### src/rtl/block_sync.sv
// 64b/66b receive block synchroniser: hunts for sync headers, requests gearbox slips, declares lock.
// Optional header error counter is enabled by defining BLOCK_SYNC_HDR_ERR_CNT_EN.
module block_sync #(
    parameter int LOCK_CNT   = 64,
    parameter int ERR_WIN    = 64,
    parameter int ERR_THRESH = 16,
    parameter int SLIP_WAIT  = 4
) (
    input  logic        clk_390p625M,
    input  logic        rst_n,
    input  logic [65:0] rx_block,
    input  logic        rx_block_vld,
    output logic        slip,
    output logic        block_sync_rdy,
    output logic [1:0]  sync_head,
    output logic [63:0] block_payload,
    output logic        block_vld,
    output logic [15:0] hdr_err_count
);

    localparam logic [9:0] LOCK_TGT   = 10'(LOCK_CNT);
    localparam logic [9:0] WIN_TGT    = 10'(ERR_WIN);
    localparam logic [9:0] THRESH_TGT = 10'(ERR_THRESH);
    localparam logic [3:0] WAIT_LOAD  = 4'(SLIP_WAIT);

    typedef enum logic [1:0] {HUNT, LOCKED, SLIP_HOLD} state_t;

    state_t     state, state_nxt;
    logic [9:0] good_cnt, good_nxt;
    logic [9:0] win_cnt, win_nxt;
    logic [9:0] bad_cnt, bad_nxt;
    logic [3:0] wait_cnt, wait_nxt;
    logic       slip_nxt;
    logic       hdr_ok;

    // A valid sync header has exactly one bit set (01 or 10).
    assign hdr_ok = rx_block[65] ^ rx_block[64];

    always_comb begin
        state_nxt = state;
        good_nxt  = good_cnt;
        win_nxt   = win_cnt;
        bad_nxt   = bad_cnt;
        wait_nxt  = wait_cnt;
        slip_nxt  = 1'b0;
        if (rx_block_vld) begin
            case (state)
                HUNT: begin
                    if (!hdr_ok) begin
                        slip_nxt  = 1'b1;
                        good_nxt  = '0;
                        wait_nxt  = WAIT_LOAD;
                        state_nxt = SLIP_HOLD;
                    end else if (good_cnt + 10'd1 == LOCK_TGT) begin
                        good_nxt  = '0;
                        win_nxt   = '0;
                        bad_nxt   = '0;
                        state_nxt = LOCKED;
                    end else begin
                        good_nxt = good_cnt + 10'd1;
                    end
                end
                LOCKED: begin
                    // Hitting the error threshold wins over a window boundary on the same block.
                    if (!hdr_ok && (bad_cnt + 10'd1 == THRESH_TGT)) begin
                        slip_nxt  = 1'b1;
                        win_nxt   = '0;
                        bad_nxt   = '0;
                        wait_nxt  = WAIT_LOAD;
                        state_nxt = SLIP_HOLD;
                    end else if (win_cnt + 10'd1 == WIN_TGT) begin
                        win_nxt = '0;
                        bad_nxt = '0;
                    end else begin
                        win_nxt = win_cnt + 10'd1;
                        bad_nxt = bad_cnt + {9'd0, ~hdr_ok};
                    end
                end
                SLIP_HOLD: begin
                    if (wait_cnt <= 4'd1) begin
                        wait_nxt  = '0;
                        good_nxt  = '0;
                        state_nxt = HUNT;
                    end else begin
                        wait_nxt = wait_cnt - 4'd1;
                    end
                end
                default: state_nxt = HUNT;
            endcase
        end
    end

    always_ff @(posedge clk_390p625M or negedge rst_n) begin
        if (!rst_n) begin
            state    <= HUNT;
            good_cnt <= '0;
            win_cnt  <= '0;
            bad_cnt  <= '0;
            wait_cnt <= '0;
        end else begin
            state    <= state_nxt;
            good_cnt <= good_nxt;
            win_cnt  <= win_nxt;
            bad_cnt  <= bad_nxt;
            wait_cnt <= wait_nxt;
        end
    end

    // Lock status is registered with the data so it qualifies the block it belongs to.
    always_ff @(posedge clk_390p625M or negedge rst_n) begin
        if (!rst_n) begin
            slip           <= 1'b0;
            block_sync_rdy <= 1'b0;
            sync_head      <= '0;
            block_payload  <= '0;
            block_vld      <= 1'b0;
        end else begin
            slip           <= slip_nxt;
            block_sync_rdy <= (state_nxt == LOCKED);
            block_vld      <= rx_block_vld;
            if (rx_block_vld) begin
                sync_head     <= rx_block[65:64];
                block_payload <= rx_block[63:0];
            end
        end
    end

`ifdef BLOCK_SYNC_HDR_ERR_CNT_EN
    logic [15:0] err_cnt;

    // Headers seen while waiting out a slip are misaligned by design and are not counted.
    always_ff @(posedge clk_390p625M or negedge rst_n) begin
        if (!rst_n) begin
            err_cnt <= '0;
        end else if (rx_block_vld && !hdr_ok && (state != SLIP_HOLD) && (err_cnt != 16'hFFFF)) begin
            err_cnt <= err_cnt + 16'd1;
        end
    end

    assign hdr_err_count = err_cnt;
`else
    assign hdr_err_count = '0;
`endif

endmodule

### config.mk
export PLATFORM = sky130hd
export DESIGN_NAME = block_sync
export DESIGN_NICKNAME = d
export VERILOG_FILES = /design/src/rtl/block_sync.sv
export SDC_FILE = /design/constraint.sdc
export NUM_CORES = 1
export LEC_CHECK = 0
export BUFFER_PORTS_ARGS = -buffer_cell sky130_fd_sc_hd__buf_4
export CORE_AREA = 8 8 185 99
export CTS_CLUSTER_SIZE = 25
export DETAILED_ROUTE_END_ITERATION = 10
export DIE_AREA = 0 0 193 107
export GPL_TIMING_DRIVEN = 0
export PLACE_DENSITY = 0.65
export SETUP_SLACK_MARGIN = 0.3
export SYNTH_ARGS = -nofsm -noshare
export SYNTH_HDL_FRONTEND = slang
export SYNTH_SLANG_ARGS = --single-unit
### constraint.sdc
create_clock -name clk_390p625M -period 4.4 [get_ports clk_390p625M]
set_input_delay 1.1 -clock clk_390p625M [delete_from_list [all_inputs] [get_ports clk_390p625M]]
set_output_delay 1.1 -clock clk_390p625M [all_outputs]
set_load 0.05 [all_outputs]
; ---- Word level (Yosys, flattened, before mapping)
; Cells that the tools add are included.
[word_totals]
reg_bits = 105
latchBits = 0
mem_bits_rw = 0
mem_bits_ro = 0
input_bits = 69
output_inout_bits = 85
word_cells = 64
mem_count = 0
[classes]
addsub = 5
multipliers = 0
div_mod_pow = 0
n_lt_le_gt_ge = 1
eq_ne = 11
n_shift = 0
muxes = 26
bitwise = 2
n_reduce_logical = 9
[ops]
columns = operator, count
row1 = 10-bit 2-to-1 mux, 9
row2 = 10-bit one-hot mux with 2 select lines, 3
row3 = "10-bit by 1-bit adder with 10-bit output, second input constant", 3
row4 = "10-bit by 7-bit == test with 1-bit output, second input constant", 2
row5 = 4-bit 2-to-1 mux, 3
row6 = 4-bit one-hot mux with 3 select lines, 1
row7 = 10-bit by 1-bit adder with 10-bit output, 1
row8 = "10-bit by 5-bit == test with 1-bit output, second input constant", 1
row9 = 2-bit 2-to-1 mux, 5
row10 = "2-bit inequality test, second input constant", 5
row11 = 4-bit AND reduction, 2
row12 = 2-bit one-hot mux with 3 select lines, 1
row13 = "2-bit by 1-bit == test with 1-bit output, second input constant", 2
row14 = "4-bit by 1-bit <= comparator with 1-bit output, second input constant", 1
row15 = 2-bit nonzero test, 2
row16 = "4-bit by 1-bit subtractor with 4-bit output, second input constant", 1
row17 = 1-bit 2-to-1 mux, 3
row18 = 3-bit AND reduction, 1
row19 = 3-bit nonzero test, 1
row20 = "2-bit == test, second input constant", 1
row21 = 2-bit logical NOT, 1
row22 = 1-bit one-hot mux with 2 select lines, 1
row23 = 1-bit logical AND, 1
row24 = 1-bit logical NOT, 1
row25 = 2 further kinds, 2

; ---- Logic depth before layout (Yosys ltp)
[logic_depth]
ltp_word = 7
mapped_depth = 8
mapped_depth_nobuf = 8

; ---- Least setup slack after synthesis
; OpenSTA, ideal clock, no wires.
[synth_path]
kind = input-to-reg
from = input port rx_block[64]
to = register bad_cnt[8]
setup_ns = 0.090
t_arrival_ns = 2.903
required_ns = 4.310
slack_ns = 1.407
cell_stages = 8
n_path_buf = 0
path_cell_list = xnor2_1 > ha_1 > ha_1 > nand3_1 > or3_1 > or3_1 > or3_1 > o221ai_1
[synth_via]
elab_chain_len = 6
word_cells_on_any_way = 10
classes_between = 1 x add/sub / 1 x eq/ne / 3 x mux / 2 x bitwise / 3 x reduce/logical
[synth_rtl]
columns = item, line
row1 = from (decl), 11  ; input logic [65:0] rx_block,
row2 = 1-bit bitwise XOR *, 37  ; assign hdr_ok = rx_block[65] ^ rx_block[64];
row3 = 1-bit inverter, 76  ; bad_nxt = bad_cnt + {9'd0, ~hdr_ok};
row4 = 10-bit by 1-bit adder with 10-bit output, 76
row5 = 10-bit 2-to-1 mux, 71  ; end else if (win_cnt + 10'd1 == WIN_TGT) begin
row6 = 10-bit 2-to-1 mux, 65  ; if (!hdr_ok && (bad_cnt + 10'd1 == THRESH_TGT)) begin
row7 = 10-bit one-hot mux with 2 select lines, 47  ; case (state)
row8 = to (signal assigned), 104  ; bad_cnt <= bad_nxt;
row9 = to (decl), 31  ; logic [9:0] bad_cnt, bad_nxt;
; Mark *: on every way between the ends. The rest lies on a longest branch, timed or not.
; A chain may end at the register's enable or synchronous reset.

; ---- Worst setup path in the final report
; Same ends and word-level chain as after synthesis.

==> flow_summary.yaml <==
timing:
  finalSetupTns_ns: 0
  finalSetupViolCount: 0
  rsz0062_at_grt: "no"
  maxSlewViolCount: 0
  clock.fmax_ghz: 0.307
  tightestPinTransition_ns: 0.751
  hold_viol_final: 0
  relSlewSlack: 0.496
  min_period_ns: 3.25
  fin_crit_sh: 0.739
  skew_ns: 0.00644
cells_and_area:
  syn2layout_area_growth_pct: 33.9
  diodes: 0
  final_layout_size_suffix_gt1_frac: 0.415
  nets: 667
pwr:
  intPower_w: 0.00188
  p_seq_frac: 0.435
  p_per_area_nw_per_um2: 450
  combPwrFrac: 0.305
  p_switching_w: 0.00107
  power_w: 0.00295
  ir_drop_mv: 0.205
  clkPwrFrac: 0.260
  p_leak_nw: 3.03
  sw_frac_of_total: 0.364
critical_path:
  crit_path_end_kind: "flip-flop"
  critPathRequiredTime_ns: 4.66
  r2r_slack_ns: 2.04
  start_kind: "input pin"
  setup.worst_path.class: "input pin to flip-flop"
  critical_path_arrival_ns: 3.52
  cp_max_fo: 7
synth:
  synth-seq-cells: 105
  yosysTopAreaCell: "dfrtp_1"
  synth_cells: 428
  yosysMostFrequentCell: "dfrtp_1"
  async_flop_share: 1.00
  synth_edf_count: 0
  synth_commonest_cells: "dfrtp_1, mux2_2, nand2_1"
  ys_warn_count: 0
  synth.top_cell.area_share: 0.536
  syn_area_sq_um: 4900
  synth_cell_types: 50
  ys_seq_area_frac: 0.536
  yosys-top-cells-area: "dfrtp_1, mux2_2, buf_4"
  synthFlopType: "dfrtp_1"
  syn_avg_cell_area_sq_um: 11.5
routing:
  initialDrtViolationCount: 311
  wl_um: 12800
  drc: 0
  num_vias: 3891
  routedWlPerCell_um: 15.9
  dr.pass1.iters: 6
  via_per_inst: 4.82
  ant_nets: 0
cts:
  post_cts_buffers: 0
  clock-sinks: 105
  clockRootBuffer: "clkbuf_16"
  cts_resized: 0
  worstSkewPairLatency_ns: 0.35
  cts_tree: "built"
  htreeDepth: 3
  clk_path_buf_depth: 2
  hold_buffers: 0
  cts_buffers: 9
  cts.reportedPaths.clkPinSlew_ns: 0.07
placement:
  dp_hpwl_um: 9660
  gp_congestion: 0.887
  io_buffers: 137
floorplan:
  start_util: 0.309
  die_w_um: 193
  placementRows: 33
  dieArea_sq_um: 20700
  ios: 154
  die_h_um: 107
  coreArea_sq_um: 15900
global_route:
  grt_pass1_wl_um: 20600
  grt_max_degree: 106
  track_usage: 0.123
  grt_pass1_vias: 3953
  grt_overflow: 0
  antenna_found_initial: 0
run_status:
  outcome: "completed"
worst_hold_path:
  holdCritPathClass: "flip-flop to flip-flop"
run:
  max-cap-violations: 0
[cells by family (layout without fill, tap and decap cells)]
logic type,Yosys count,count (layout),share of synthesized area
buf+inv,59,213,0.0618
flops,105,105,0.536
other cells,1,16,0.000765
xor+xnor,4,4,0.00715
compound gates,73,73,0.101
mux,71,71,0.163
fa+ha+maj,6,6,0.0153
simple gates,109,109,0.116
[state kept, by name, indices dropped and copies added (netlist names)]
register        flops
block_payload      64
good_cnt           10
state               2
bad_cnt            10
win_cnt            10
block_vld           1
sync_head           2
slip                1
wait_cnt            4
block_sync_rdy      1
[final timing paths]
path / start / endpoint / depth (start not counted)
min in group asynchronous: rst_n / block_payload[50] / 1
hold reg to reg: block_payload[31] / block_payload[31] / 1
max in group asynchronous: rst_n / bad_cnt[2] / 2
hold / removal: block_payload[31] / block_payload[31] / 1
setup / recovery: rx_block[64] / bad_cnt[8] / 9
setup reg to reg: wait_cnt[0] / good_cnt[6] / 6
[layout by cell type, fill, tap and decap left out, types with 6 or more instances in the layout]
master and instances:
a21oi_1 8, buf_1 6, buf_4 152, clkbuf_1 7, clkbuf_16 9, conb_1 16, dfrtp_1 105, ha_1 6
inv_1 24, mux2_2 66, nand2_1 29, nand3_1 13, nor2_1 18, nor3_1 7, o21ai_0 20, o221ai_1 8
o22ai_1 6, or3_1 14
[cell type report]
cell class                      instances  area, sq um
Multi-Input combinational cell        279         2030
Tap cell                              210          263
Clock inverter                          5         38.8
Timing Repair Buffer                  138         1060
Fill cell                            1504         9290
Sequential cell                       105         2630
Buffer                                 35          213
Clock buffer                           11          243
Inverter                               24         90.1
[routing by layer]
layer,share of wire,GRT usage,up-vias
met5,0,0,-
met4,0.0065,0.0246,0
met3,0.13,0.0651,7
met2,0.42,0.171,156
met1,0.45,0.168,1898
li1,-,-,1830
[metrics by stage]
stage | utilization | instances | cell area [sq um] | hold WS, ns | worst slack [ns]
finish | 0.414 | 807 | 6560 | 0.507 | 1.15
detailed placement | 0.394 | 790 | 6250 | 0.497 | 0.785
CTS | 0.412 | 806 | 6530 | 0.513 | 1.16
floorplan | - | 443 | 4960 | 0.480 | 1.41
global placement | 0.394 | 790 | 6250 | 0.490 | 0.846
global route | 0.414 | 807 | 6560 | 0.516 | 0.921
[worst max-delay path: stages]
cell,delay (ns)
buf_4,0.12
xnor2_1,0.61
ha_1,0.31
ha_1,0.19
nand3_1,0.13
or3_1,0.36
or3_1,0.33
or3_1,0.31
o221ai_1,0.07
[power groups by stage]
stage,logic [W],clock network (W),registers [W]
6_report,0.000902,0.000767,0.00128
5_1_grt,0.000976,0.000834,0.00131
4_1_cts,0.000901,0.000793,0.00128
3_5_place_dp,0.000900,0,0.00130
3_3_place_gp,0.000872,0,0.00129
2_1_floorplan,0.000413,0,0.00148
(Power assumes the default switching activity.)
